===== src/rtl/branch_predictor_btb.sv =====
// Branch target buffer with per-entry saturating direction counters.
// Fetch looks up pc_i combinationally; the resolving stage writes outcomes back,
// gets a mispredict flag plus a redirect PC, and a pair of saturating
// performance counters track resolved branches and mispredictions.
module branch_predictor_btb #(
    parameter int unsigned ADDR_W = 32,
    parameter int unsigned IDX_W  = 4,
    parameter int unsigned CTR_W  = 2,
    parameter int unsigned CNT_W  = 16
) (
    input  logic              clk_i,
    input  logic              rst_i,
    input  logic              start_i,
    input  logic              flush_all_i,
    input  logic [ADDR_W-1:0] pc_i,
    output logic              pred_taken_o,
    output logic [ADDR_W-1:0] pred_target_o,
    input  logic              upd_valid_i,
    input  logic [ADDR_W-1:0] upd_pc_i,
    input  logic              upd_taken_i,
    input  logic [ADDR_W-1:0] upd_target_i,
    input  logic              upd_pred_taken_i,
    input  logic [ADDR_W-1:0] upd_pred_target_i,
    output logic              mispredict_o,
    output logic [ADDR_W-1:0] correct_pc_o,
    output logic [CNT_W-1:0]  branch_cnt_o,
    output logic [CNT_W-1:0]  mispred_cnt_o
);

    localparam int unsigned ENTRIES = 1 << IDX_W;
    localparam int unsigned TAG_W   = ADDR_W - IDX_W - 2;
    localparam logic [CTR_W-1:0] CTR_MAX = {CTR_W{1'b1}};
    // Weakly not-taken on reset, weakly taken on allocation.
    localparam logic [CTR_W-1:0] CTR_WNT = CTR_W'((1 << (CTR_W - 1)) - 1);
    localparam logic [CTR_W-1:0] CTR_WT  = CTR_W'(1 << (CTR_W - 1));
    localparam logic [ADDR_W-1:0] PC_STEP = ADDR_W'(4);

    logic              valid_q  [ENTRIES];
    logic [TAG_W-1:0]  tag_q    [ENTRIES];
    logic [ADDR_W-1:0] target_q [ENTRIES];
    logic [CTR_W-1:0]  ctr_q    [ENTRIES];

    logic [CNT_W-1:0]  branch_cnt_q;
    logic [CNT_W-1:0]  mispred_cnt_q;

    logic [IDX_W-1:0]  rd_idx;
    logic [TAG_W-1:0]  rd_tag;
    logic              rd_hit;
    logic [IDX_W-1:0]  upd_idx;
    logic [TAG_W-1:0]  upd_tag;
    logic              upd_hit;
    logic [CTR_W-1:0]  ctr_nxt;
    logic              upd_en;

    // Byte-offset bits never select an entry.
    logic unused_pc_lsb;
    assign unused_pc_lsb = ^{pc_i[1:0], upd_pc_i[1:0]};

    assign upd_en = start_i & upd_valid_i;

    // Lookup path: read-before-write, no bypass of a same-cycle update.
    always_comb begin
        rd_idx        = pc_i[IDX_W+1:2];
        rd_tag        = pc_i[ADDR_W-1:IDX_W+2];
        rd_hit        = valid_q[rd_idx] && (tag_q[rd_idx] == rd_tag);
        pred_taken_o  = start_i & rd_hit & ctr_q[rd_idx][CTR_W-1];
        pred_target_o = pred_taken_o ? target_q[rd_idx] : pc_i + PC_STEP;
    end

    // Resolution path: mispredict flag, redirect PC and the next counter value.
    always_comb begin
        mispredict_o = upd_valid_i &
                       ((upd_taken_i != upd_pred_taken_i) |
                        (upd_taken_i & (upd_pred_target_i != upd_target_i)));
        correct_pc_o = upd_taken_i ? upd_target_i : upd_pc_i + PC_STEP;
        upd_idx      = upd_pc_i[IDX_W+1:2];
        upd_tag      = upd_pc_i[ADDR_W-1:IDX_W+2];
        upd_hit      = valid_q[upd_idx] && (tag_q[upd_idx] == upd_tag);
        ctr_nxt      = ctr_q[upd_idx];
        if (upd_taken_i) begin
            if (ctr_q[upd_idx] != CTR_MAX) ctr_nxt = ctr_q[upd_idx] + CTR_W'(1);
        end else begin
            if (ctr_q[upd_idx] != '0) ctr_nxt = ctr_q[upd_idx] - CTR_W'(1);
        end
    end

    // Table state: flush wins over a simultaneous update; counters survive a flush.
    always_ff @(posedge clk_i or negedge rst_i) begin
        if (!rst_i) begin
            for (int i = 0; i < int'(ENTRIES); i++) begin
                valid_q[i]  <= 1'b0;
                tag_q[i]    <= '0;
                target_q[i] <= '0;
                ctr_q[i]    <= CTR_WNT;
            end
        end else if (start_i) begin
            if (flush_all_i) begin
                for (int i = 0; i < int'(ENTRIES); i++) begin
                    valid_q[i] <= 1'b0;
                end
            end else if (upd_valid_i) begin
                if (upd_hit) begin
                    ctr_q[upd_idx] <= ctr_nxt;
                    if (upd_taken_i) target_q[upd_idx] <= upd_target_i;
                end else if (upd_taken_i) begin
                    valid_q[upd_idx]  <= 1'b1;
                    tag_q[upd_idx]    <= upd_tag;
                    target_q[upd_idx] <= upd_target_i;
                    ctr_q[upd_idx]    <= CTR_WT;
                end
            end
        end
    end

    // Saturating performance counters, independent of flush.
    always_ff @(posedge clk_i or negedge rst_i) begin
        if (!rst_i) begin
            branch_cnt_q  <= '0;
            mispred_cnt_q <= '0;
        end else if (upd_en) begin
            if (branch_cnt_q != {CNT_W{1'b1}}) branch_cnt_q <= branch_cnt_q + CNT_W'(1);
            if (mispredict_o && (mispred_cnt_q != {CNT_W{1'b1}})) begin
                mispred_cnt_q <= mispred_cnt_q + CNT_W'(1);
            end
        end
    end

    assign branch_cnt_o  = branch_cnt_q;
    assign mispred_cnt_o = mispred_cnt_q;

endmodule


===== config.mk =====
export PLATFORM = sky130hd
export DESIGN_NAME = branch_predictor_btb
export DESIGN_NICKNAME = d
export VERILOG_FILES = /design/src/rtl/branch_predictor_btb.sv
export SDC_FILE = /design/constraint.sdc
export NUM_CORES = 2
export LEC_CHECK = 0
export CAP_MARGIN = 25
export CELL_PAD_IN_SITES_DETAIL_PLACEMENT = 1
export CELL_PAD_IN_SITES_GLOBAL_PLACEMENT = 1
export CORE_UTILIZATION = 42
export CTS_CLUSTER_DIAMETER = 50
export DETAILED_ROUTE_END_ITERATION = 16
export PLACE_DENSITY = 0.7
export SYNTH_ARGS = -nofsm -noshare
export SYNTH_HDL_FRONTEND = slang
export SYNTH_SLANG_ARGS = --single-unit
export TNS_END_PERCENT = 20

===== constraint.sdc =====
create_clock -name clk_i -period 5.68 [get_ports clk_i]
set_input_delay 1.136 -clock clk_i [delete_from_list [all_inputs] [get_ports clk_i]]
set_output_delay 1.136 -clock clk_i [all_outputs]
set_load 0.03 [all_outputs]

==> key figures <==
Logic synthesis
  – FF+latch count, synth: 1008
  – Adder-cell area share of the yosys netlist: 0.185%
  – Area share of the leading cell type in the synthesized netlist: 47.0%
  – Synth top area cells: dfrtp_1, mux2_2, mux4_2
  – Synth warn: 0
  – Cell taking the most area after synthesis: dfrtp_1
  – Fraction of the mapped netlist area in simple logic gates: 4.42%
  – Synth Instances: 3597
  – Main combinational cell family by area after synthesis: multiplexers
  – Multiplexer share of the synthesized area: 38.9%
  – Synth cell types: 70
  – Avg Inst Size Synth: 14.7 µm²
  – Post-Syn Nets: 3739
  – Post-synthesis compound-gate area fraction: 2.64%
  – Ys async rst share: 100%
  – XOR/XNOR Fraction of Synth Area: 2.89%
  – Top FF cell, synth: dfrtp_1
  – Sequential share of the synthesized area: 47.8%
  – EDFF count, synth: 0
  – Synth Cell Area: 52800 µm²

Timing
  – Worst-Margin Slew: 1180 ps
  – Relative slew slack: 21.3%
  – Final hold slack: 359 ps
  – F_max: 0.169 GHz
  – Max-slew violation count: 0
  – Tcrit/Tclk final: 104%
  – PnR worst setup slack: -243 ps
  – Final Skew: 25.5 ps
  – Hold Violations, Final: 0
  – Tmin final: 5920 ps
  – Final setup violating endpoints: 32
  – TNS Setup: -6410 ps
  – RSZ-0062 raised after global routing: yes

Worst setup path
  – Worst Path Max Fanout: 7
  – Most frequent cell on the critical path: buf_12
  – Slowest cell delay on critical path: 520 ps
  – Crit path arrival time: 4790 ps
  – CP Cell Sequence: buf_16, buf_12, buf_12, mux4_2, mux4_2, xnor2_2, nand4_1, or4_4, nor4_4, buf_12, clkbuf_16, buf_12, mux2i_4, buf_12
  – CP required: 4540 ps
  – Critical path class: in2out
  – Critical path's slowest cell: or4_4
  – Critical path launch point type: primary input
  – CP endpoint kind: primary output

Finish
  – Commonest non-fill, non-tap cell in the layout: dfrtp_1
  – Fillers: 11.8k
  – Proportion of layout cells with a drive suffix above 1: 48.7%
  – Area delta synth->final: 21.2%
  – Most frequent cells in the layout: dfrtp_1, mux2_2, mux4_2, buf_4, mux2_4
  – Layout Nets: 4083
  – Fin util: 51.5%

Place
  – Post-DP HPWL: 118 mm
  – Dpl ws: -705 ps
  – PortBufs: 232
  – RePlAce Congestion: 0.887

Clocking
  – Reg clk slew, reported paths: 60 ps
  – TritonCTS clock tree: yes
  – Clock Sinks: 1008
  – CTS H-tree depth: 4
  – Clk_lat worst skew: 780 ps
  – CTS Buf Count: 131
  – Clock Path Buffers: 3
  – Hold buffers post-CTS: 0
  – Clock root cell: clkbuf_16

Global routing
  – Met3 Usage GRT: 6.68%
  – Top Usage Layer GRT: met2
  – Remaining global-route overflow: 0
  – Initial antenna violation count: 8
  – GRT Total Usage: 29.4%
  – First-pass GRT wire length: 271 mm
  – GR Layer Usage met2: 46.0%
  – Vias in the first global route: 37.6k
  – GR met1 Demand/Resource: 40.0%
  – Largest net degree at the start of global routing: 147

Die
  – Starting Density: 42.5%
  – Width of the die: 356 µm
  – # IOs: 233
  – Site row count: 129
  – CORE AREA: 124000 µm²
  – Die height: 356 µm
  – Die area: 127000 µm²

Routing
  – Iter 0 DRT Violations: 3057
  – Drt wl/cell: 32.4 µm
  – DRT Pass-1 Iters: 8
  – Via count: 34.8k
  – Vias per cell: 6.13
  – # DRC: 0
  – Total Wirelength: 184 mm
  – Antenna Violating Nets Remaining: 0

Outcome
  – Status: finished with violations
  – Failing checks: setup timing

Power
  – LEAKAGE: 0.0291 µW
  – Max VDD drop: 323 µV
  – PwrDens: 305 nW/µm²

Hold path
  – Hold Path Class: in2async

Job
  – Max-cap violations: 0
-- metrics by stage --
stage          total power (µW)  area (µm²)  instances
3_3_place_gp              11000       58900       5432
2_1_floorplan              9850       52800       3597
6_report                  19500       63900       5678
3_5_place_dp              11100       58900       5432
4_1_cts                   19600       63600       5669
5_1_grt                   20200       63900       5677
-- area by class of cell --
type	count	area (µm²)	area share, %
multi-input cells	2228	26200	41.0
flip-flops and latches	1008	25200	39.5
repair buffers	553	5970	9.33
clock buffers	174	3660	5.73
well taps	1637	2050	3.20
clock inverters	58	753	1.18
inverters	19	71.3	0.112
diodes	1	2.50	0.00391
-- routing by layer --
layer	wire length, µm	vias up	share of wire (%)
met4	6480	12	3.5
met5	73	-	0.040
li1	-	14200	-
met3	13600	332	7.4
met2	86800	1248	47
met1	76900	19000	42
-- worst max-delay path: cells and delay by family --
| kind | cells | cell delay [ps] |
|---|---|---|
| simple gates | 3 | 1120 |
| buf+inv | 7 | 1050 |
| xor+xnor | 1 | 210 |
| mux | 3 | 1230 |
-- final timing paths --
| kind | from | end | slack, ps | depth (start not counted) |
|---|---|---|---|---|
| max | pc_i[2] | pred_target_o[2] | -240 | 14 |
| min | rst_i | tag_q[111] | 360 | 1 |
| max reg2reg | tag_q[186] | ctr_q[31] | 1460 | 11 |
| min reg2reg | target_q[27] | target_q[27] | 470 | 2 |
| max in group asynchronous | rst_i | tag_q[71] | 4050 | 2 |
| min in group clk_i | target_q[27] | target_q[27] | 470 | 2 |
-- where the power goes --
part | internal, µW | switching, µW
combinational | 1480 | 1390
sequential | 7770 | 439
clock | 5010 | 3430
total | 14300 | 5260
-- cells in the mapped netlist, drive strengths merged (5+ instances only) --
master    n
or3       5
o21ai    65
nor2b    10
o311a     6
dfstp    16
a21oi    16
nor2     58
nor4     12
and3     20
a21o     19
o311ai   13
clkbuf  240
a22oi    12
a31oi    24
inv      19
nand4    33
or4       6
a221oi   13
mux2    935
nand3    57
mux2i    91
mux4    372
a22o     11
xnor2    91
nand2   197
and2     10
ha        7
nor3     15
dfrtp   992
buf     102
xor2     83
-- logic make-up (layout without fill, tap and decap cells) --
group / Yosys count / after routing
other: 0 / 1
AOI/OAI and AO/OA: 205 / 205
adders and majority gates: 8 / 8
buffers and inverters: 361 / 804
and+or+nand+nor: 443 / 443
DFF: 1008 / 1008
xor gates and xnor gates: 174 / 174
muxes: 1398 / 1398
-- what timing repair did --
action,in CTS,in global routing
cloned,2,3
gates resized for setup,38,54
pin swaps,3,5
endpoints found under the hold margin,0,0
setup endpoints to repair,33,34
buffers inserted,3,4
-- state kept, by name, summed over array words and instances (netlist names) --
signal and cells:
ctr_q 32, mispred_cnt_o 16, target_q 512, tag_q 416, branch_cnt_o 16, valid_q 16
(Power assumes the default switching activity.)
